### config.mk
export PLATFORM = sky130hd
export DESIGN_NAME = load_store_unit
export DESIGN_NICKNAME = d
export VERILOG_FILES = /design/src/rtl/load_store_unit.sv
export SDC_FILE = /design/constraint.sdc
export NUM_CORES = 1
export LEC_CHECK = 0
export BUFFER_PORTS_ARGS = -buffer_cell sky130_fd_sc_hd__buf_2
export CAP_MARGIN = 20
export CORE_MARGIN = 2
export CORE_UTILIZATION = 43
export DETAILED_ROUTE_END_ITERATION = 12
export GPL_ROUTABILITY_DRIVEN = 1
export PLACE_DENSITY = 0.84
export SETUP_SLACK_MARGIN = 0.4
export SLEW_MARGIN = 20
export SYNTH_ARGS = -nofsm -noshare
export SYNTH_HDL_FRONTEND = slang
export SYNTH_SLANG_ARGS = --single-unit
export TNS_END_PERCENT = 20
### constraint.sdc
create_clock -name clk -period 2.1 [get_ports clk]
set_clock_uncertainty 0.15 [all_clocks]
set_input_delay 0.42 -clock clk [delete_from_list [all_inputs] [get_ports clk]]
set_output_delay 0.42 -clock clk [all_outputs]
set_load 0.03 [all_outputs]
### src/rtl/load_store_unit.sv
`default_nettype none
// ---------------------------------------------------------------------------
// load_store_unit : single-outstanding load/store sequencer driving a
//                   fixed-latency data memory. Optional LSU_ALIGN_CHECK_EN
//                   adds misalignment errors on top of illegal-type errors.
// Revision        : 1.0  initial release
// ---------------------------------------------------------------------------
module load_store_unit #(
  parameter int DM_LAT = 6,
  parameter int ADDR_W = 7
) (
  input  logic        clk,
  input  logic        reset,
  input  logic        req_valid,
  output logic        req_ready,
  input  logic        req_we,
  input  logic [2:0]  req_type,
  input  logic [31:0] req_addr,
  input  logic [31:0] req_wdata,
  output logic        rsp_valid,
  input  logic        rsp_ready,
  output logic [31:0] rsp_rdata,
  output logic        rsp_err,
  output logic        dm_w,
  output logic [2:0]  dm_type,
  output logic [31:0] dm_a,
  output logic [31:0] dm_wd,
  input  logic [31:0] dm_rd
);

  localparam logic [1:0] S_IDLE  = 2'd0;
  localparam logic [1:0] S_ISSUE = 2'd1;
  localparam logic [1:0] S_WAIT  = 2'd2;
  localparam logic [1:0] S_RESP  = 2'd3;
  localparam logic [3:0] CNT_LOAD = 4'(DM_LAT - 1);

  logic [1:0]  state_q, state_d;
  logic [3:0]  cnt_q, cnt_d;
  logic        we_q, we_d;
  logic [2:0]  type_q, type_d;
  logic [31:0] addr_q, addr_d;
  logic [31:0] wdata_q, wdata_d;
  logic [31:0] rdata_q, rdata_d;
  logic        err_q, err_d;

  logic        type_ok;
  logic        misaligned;
  logic        req_err;
  logic [31:0] addr_trunc;
  logic        unused_addr_bits;

  // Only the low ADDR_W bits reach memory; the rest are intentionally dropped.
  assign unused_addr_bits = ^req_addr;

  always_comb begin
    addr_trunc = '0;
    addr_trunc[ADDR_W-1:0] = req_addr[ADDR_W-1:0];
  end

  always_comb begin
    type_ok    = (req_type == 3'b000) || req_type[2];
    misaligned = 1'b0;
`ifdef LSU_ALIGN_CHECK_EN
    misaligned = ((req_type == 3'b000) && (req_addr[1:0] != 2'b00)) ||
                 ((req_type[2:1] == 2'b10) && req_addr[0]);
`endif
    req_err    = !type_ok || misaligned;
  end

  always_comb begin
    state_d = state_q;
    cnt_d   = cnt_q;
    we_d    = we_q;
    type_d  = type_q;
    addr_d  = addr_q;
    wdata_d = wdata_q;
    rdata_d = rdata_q;
    err_d   = err_q;
    case (state_q)
      S_IDLE: begin
        if (req_valid) begin
          we_d    = req_we;
          type_d  = req_type;
          addr_d  = addr_trunc;
          wdata_d = req_wdata;
          rdata_d = '0;
          err_d   = req_err;
          // Erroring requests skip the memory entirely.
          state_d = req_err ? S_RESP : S_ISSUE;
        end
      end
      S_ISSUE: begin
        cnt_d   = CNT_LOAD;
        state_d = S_WAIT;
      end
      S_WAIT: begin
        if (cnt_q == 4'd0) begin
          rdata_d = we_q ? 32'd0 : dm_rd;
          err_d   = 1'b0;
          state_d = S_RESP;
        end else begin
          cnt_d = cnt_q - 4'd1;
        end
      end
      S_RESP: begin
        if (rsp_ready) begin
          state_d = S_IDLE;
        end
      end
      default: state_d = S_IDLE;
    endcase
  end

  always_ff @(posedge clk) begin
    if (reset) begin
      state_q <= S_IDLE;
      cnt_q   <= 4'd0;
      we_q    <= 1'b0;
      type_q  <= 3'b000;
      addr_q  <= 32'd0;
      wdata_q <= 32'd0;
      rdata_q <= 32'd0;
      err_q   <= 1'b0;
    end else begin
      state_q <= state_d;
      cnt_q   <= cnt_d;
      we_q    <= we_d;
      type_q  <= type_d;
      addr_q  <= addr_d;
      wdata_q <= wdata_d;
      rdata_q <= rdata_d;
      err_q   <= err_d;
    end
  end

  assign req_ready = (state_q == S_IDLE);
  assign rsp_valid = (state_q == S_RESP);
  assign rsp_rdata = rdata_q;
  assign rsp_err   = err_q;
  assign dm_w      = we_q && ((state_q == S_ISSUE) || (state_q == S_WAIT));
  assign dm_type   = type_q;
  assign dm_a      = addr_q;
  assign dm_wd     = wdata_q;

endmodule
`default_nettype wire

# == Yosys cells after proc, flatten, opt, wreduce, memory -nomap -nowiden ==
# Cells that the tools add are included.
# totals
register_bits,82
in_bits,104
out_inout_bits,103
# op_classes
n_addsub,1
eq_ne,7
mux,14
reduce_logical,13
# ops
op,n
$mux 32,3
$pmux 32 s2,1
$mux 2,4
$pmux 2 s4,1
$pmux 4 s2,1
$ne 2x2->1 const B,3
$reduce_and 3->1,2
$eq 2x2->1 const B,2
$logic_not 4->1,1
$mux 4,1
$reduce_and 2->1,2
$reduce_bool 2->1,2
$sub 4x1->4 const B,1
$logic_not 3->1,1
$eq 2x1->1 const B,1
$logic_not 2->1,1
$logic_or 1x1->1,2
$mux 1,2
$ne 2x1->1 const B,1
$pmux 1 s2,1
$logic_and 1x1->1,1
$logic_not 1->1,1

# == Depth between registers and ports, before layout ==
# depth
depth_word,5
mapped_depth,9

# == Worst setup path before layout ==
# Ideal clock, no wire load.
# synth_path
path_kind,register to register
startpoint,register cnt_q[0]
endpoint,"register rdata_q[21], in the netlist rsp_rdata[21]"
setup_time_ns,0.123
arrival_time_ns,1.590
path_slack_ns,0.237
path_stages_with_launch,8
n_path_buf,2
path_cell_list,dfxtp_1 -> inv_1 -> ha_1 -> or3b_4 -> a211oi_2 -> buf_4 -> clkbuf_2 -> o21ai_0
# synth_between
elab_chain_cells,3
# synth_lines
item,line_no,source
start: declaration,38,"logic [3:0] cnt_q, cnt_d;"
start signal: assignment,126,cnt_q <= cnt_d;
$logic_not 4->1,97,if (cnt_q == 4'd0) begin
$ne 2x2->1 (no source line),n/a,
$reduce_and 3->1 (no source line),n/a,
end signal: assignment,131,rdata_q <= rdata_d;
end: declaration,43,"logic [31:0] rdata_q, rdata_d;"
# Every way passes these cells.
# A chain may end at the register's enable or synchronous reset.

# == Worst setup path after layout ==
# layout_path
startpoint,register cnt_q[1]
endpoint,"register err_q, in the netlist rsp_err"
# layout_between
elab_chain_cells,3
# layout_lines
item,line_no,source
$logic_not 4->1,97,
$ne 2x2->1 (no source line),n/a,
$reduce_and 3->1 (no source line),n/a,
end signal: assignment,132,err_q <= err_d;
end: declaration,44,"logic err_q, err_d;"
# Every way passes these cells.

==> run metrics <==
Final Hold Fails=0; Critical-path top delay cell=or3b_4; cts bufs inserted=9; nets=678; crit-path cells=inv_2 > ha_4 > or3b_4 > a211oi_4 > buf_6 > buf_6 > nand2b_4 > a21oi_2; Vert. Die Dim=92.1 um; setup_tns=0 ns; synthesized instance count=408; Simple-Gate Fraction of Synth Area=0.241; main combinational cell family by area after synthesis=simple AND/OR/NAND/NOR gates; Cell Area, Synth=3340 um^2; min Tclk post-route=1.90 ns; Vias=3257; status=complete, no violations; Antenna diodes=0; Crit path buffers/inverters=3; Top delay family on crit path=simple AND/OR/NAND/NOR gates; Max FO, Critical Path=4; multiplexer share of the synthesized area=0.00300; Initial Utilization=0.439; Rows=32; ys flop type=dfxtp_1; Reg clk slew, reported paths=0.08 ns; DRC=0; DP HPWL=5880 um; placed inst area=4130 um^2; Final Util=0.619; P&R area growth vs syn=41.0%; CP arrival=1.97 ns; worst vdd ir=0.000546 V; count of clock tree sinks=82; EDFF count, synth=0; final setup fails=0; synth top area cells=dfxtp_1 (49%), nand2_1 (9.9%), a21oi_1 (7.0%); worst hold path class=input port to flip-flop; Routability Congestion=0.772; initial antenna violation count=0; grt total ovfl=0; initial drt markers=108; critical path type=flip-flop to flip-flop; #FFs+latches synth=82; Register Area=1650 um^2; vias per cell=4.83; sequential share of the synthesized area=0.492; share of cells above drive strength 1=0.385; core area=7610 um^2; overall global routing resource usage=0.200; most frequent cells after synthesis=nand2_1 (88), dfxtp_1 (82), a21oi_1 (47); maxcap violations=0; async set-reset flop share out of synthesis=0; die area=8490 um^2; highest clock rate=525 MHz; Root Buffer=clkbuf_8; Ys Warns=0; LEAKAGE=0.00217 uW; Cells on Worst Hold Path=3; die width=92.1 um; Max stage delay on crit path=0.39 ns; share of the synthesized area in the top cell type=0.492; clk_lat worst skew=0.34 ns; adder and majority gate portion of the synthesized area=0.0225; crit share post-route=0.907; CP Data Required Time=2.17 ns; largest net degree at the start of global routing=52; Pwr Density=1360 nW/um^2; Hold Path Sink=rsp_rdata[30]; largest area contributor in the netlist=dfxtp_1; Startpoint Class=flip-flop; PortBufs=156; reg2reg setup slack=0.20 ns; Unique masters post-synth=29; most frequent CP cell=buf_6; DRT antenna net count=0; WL final=8900 um; count leader, synth=nand2_1; DR WL/cell=13.2 um; reg2reg start=cnt_q[1]; CTS tree=yes; # H-tree levels=3; TritonRoute pass-1 iters=6; RSZ-0062 raised after global routing=true; worst-case reg-to-reg path depth=8; Slew Viols, Final=0; first-pass GRT wire length=13700 um; final instance area=4710 um^2; Synth Area in XOR/XNOR=0.00262; synthesized area per cell=8.18 um^2; Compound-Gate Fraction of Synth Area=0.134; reg2reg end=rsp_err; Fillers=676; crit end category=flip-flop; min-delay src=dm_rd[30]; multi-input logic area=1550 um^2; vias in the first global route=3089; worst-case clock buffer depth=2; # IOs=207
[what timing repair did]
item	CTS	global route
buffers inserted	6	5
gates cloned	2	2
resized for setup	11	22
pin swaps	1	8
hold buffers	0	0
endpoints found under the setup margin	79	84
[logic make-up after synthesis]
kind of cell / count (synthesis)
AND/OR/NAND/NOR: 172
flip-flops: 82
XOR/XNOR: 1
buffers and inverters: 60
adder cells (fa/ha/maj): 6
other: 1
AO/OA/AOI/OAI: 85
multiplexers: 1
[cell usage in the layout, fill, tap and decap left out, drive strengths merged, types with 5 or more instances in the layout]
cell type / synthesis / routed
buf: 30 / 177
nand2: 88 / 88
dfxtp: 82 / 82
a21oi: 47 / 47
nand2b: 33 / 33
nand3: 32 / 32
o21ai: 32 / 32
conb: 1 / 25
clkbuf: 24 / 12
nor2: 7 / 7
ha: 6 / 6
inv: 6 / 6
bufinv: 0 / 5
a211oi: 5 / 5
[report_power, final]
| part | total [uW] | internal, uW | switching, uW | leakage, uW |
|---|---|---|---|---|
| clock network | 1600 | 1060 | 544 | 0.000143 |
| logic | 2850 | 1140 | 1720 | 0.00136 |
| registers | 1970 | 1830 | 140 | 0.000669 |
[layer usage]
layer / part of all wire / GRT usage / vias to the layer above
met2: 0.48 / 0.354 / 152
met1: 0.41 / 0.224 / 1489
met3: 0.089 / 0.0666 / 15
li1: - / - / 1601
met5: 0 / 0 / -
met4: 0.019 / 0.0684 / 0
[layout make-up]
class | instances | share of cell area
Tap cell | 102 | 0.0271
Inverter | 6 | 0.00478
Multi-Input combinational cell | 290 | 0.330
Timing Repair Buffer | 179 | 0.227
Sequential cell | 82 | 0.350
Clock inverter | 5 | 0.0319
Clock buffer | 10 | 0.0292
[worst register-to-register path: stages (launching register included)]
cell and delay (ns):
dfxtp_2 0.32, inv_2 0.08, ha_4 0.13, or3b_4 0.39
a211oi_4 0.26, buf_6 0.18, buf_6 0.11, nand2b_4 0.11
a21oi_2 0.04
[worst max path at each step]
stage / endpoint / cells past startpoint / startpoint / slack [ns]
2_1_floorplan: state_q[0] / 6 / cnt_q[0] / 0.33
3_3_place_gp: state_q[1] / 6 / cnt_q[0] / 0.24
3_5_place_dp: state_q[1] / 6 / cnt_q[0] / 0.12
4_1_cts: rsp_err / 8 / cnt_q[1] / 0.19
5_1_grt: state_q[0] / 7 / cnt_q[1] / 0.12
6_report: rsp_err / 8 / cnt_q[1] / 0.20
[flip-flops by register name, summed over array words and instances, names as in the netlist]
register / cells
we_q: 1
rsp_err: 1
rsp_rdata: 32
state_q: 2
dm_a: 7
cnt_q: 4
dm_type: 3
dm_wd: 32
[metrics by stage]
stage / worst slack (ns) / cells / hold slack (ns) / power, uW
floorplan: 0.333 / 432 / 0.292 / 3660
global placement: 0.238 / 644 / 0.289 / 4030
detailed placement: 0.120 / 644 / 0.295 / 4120
CTS: 0.187 / 667 / 0.132 / 6130
global route: 0.119 / 674 / 0.132 / 6760
finish: 0.196 / 674 / 0.147 / 6420
Power figures use the tool's default switching activity.
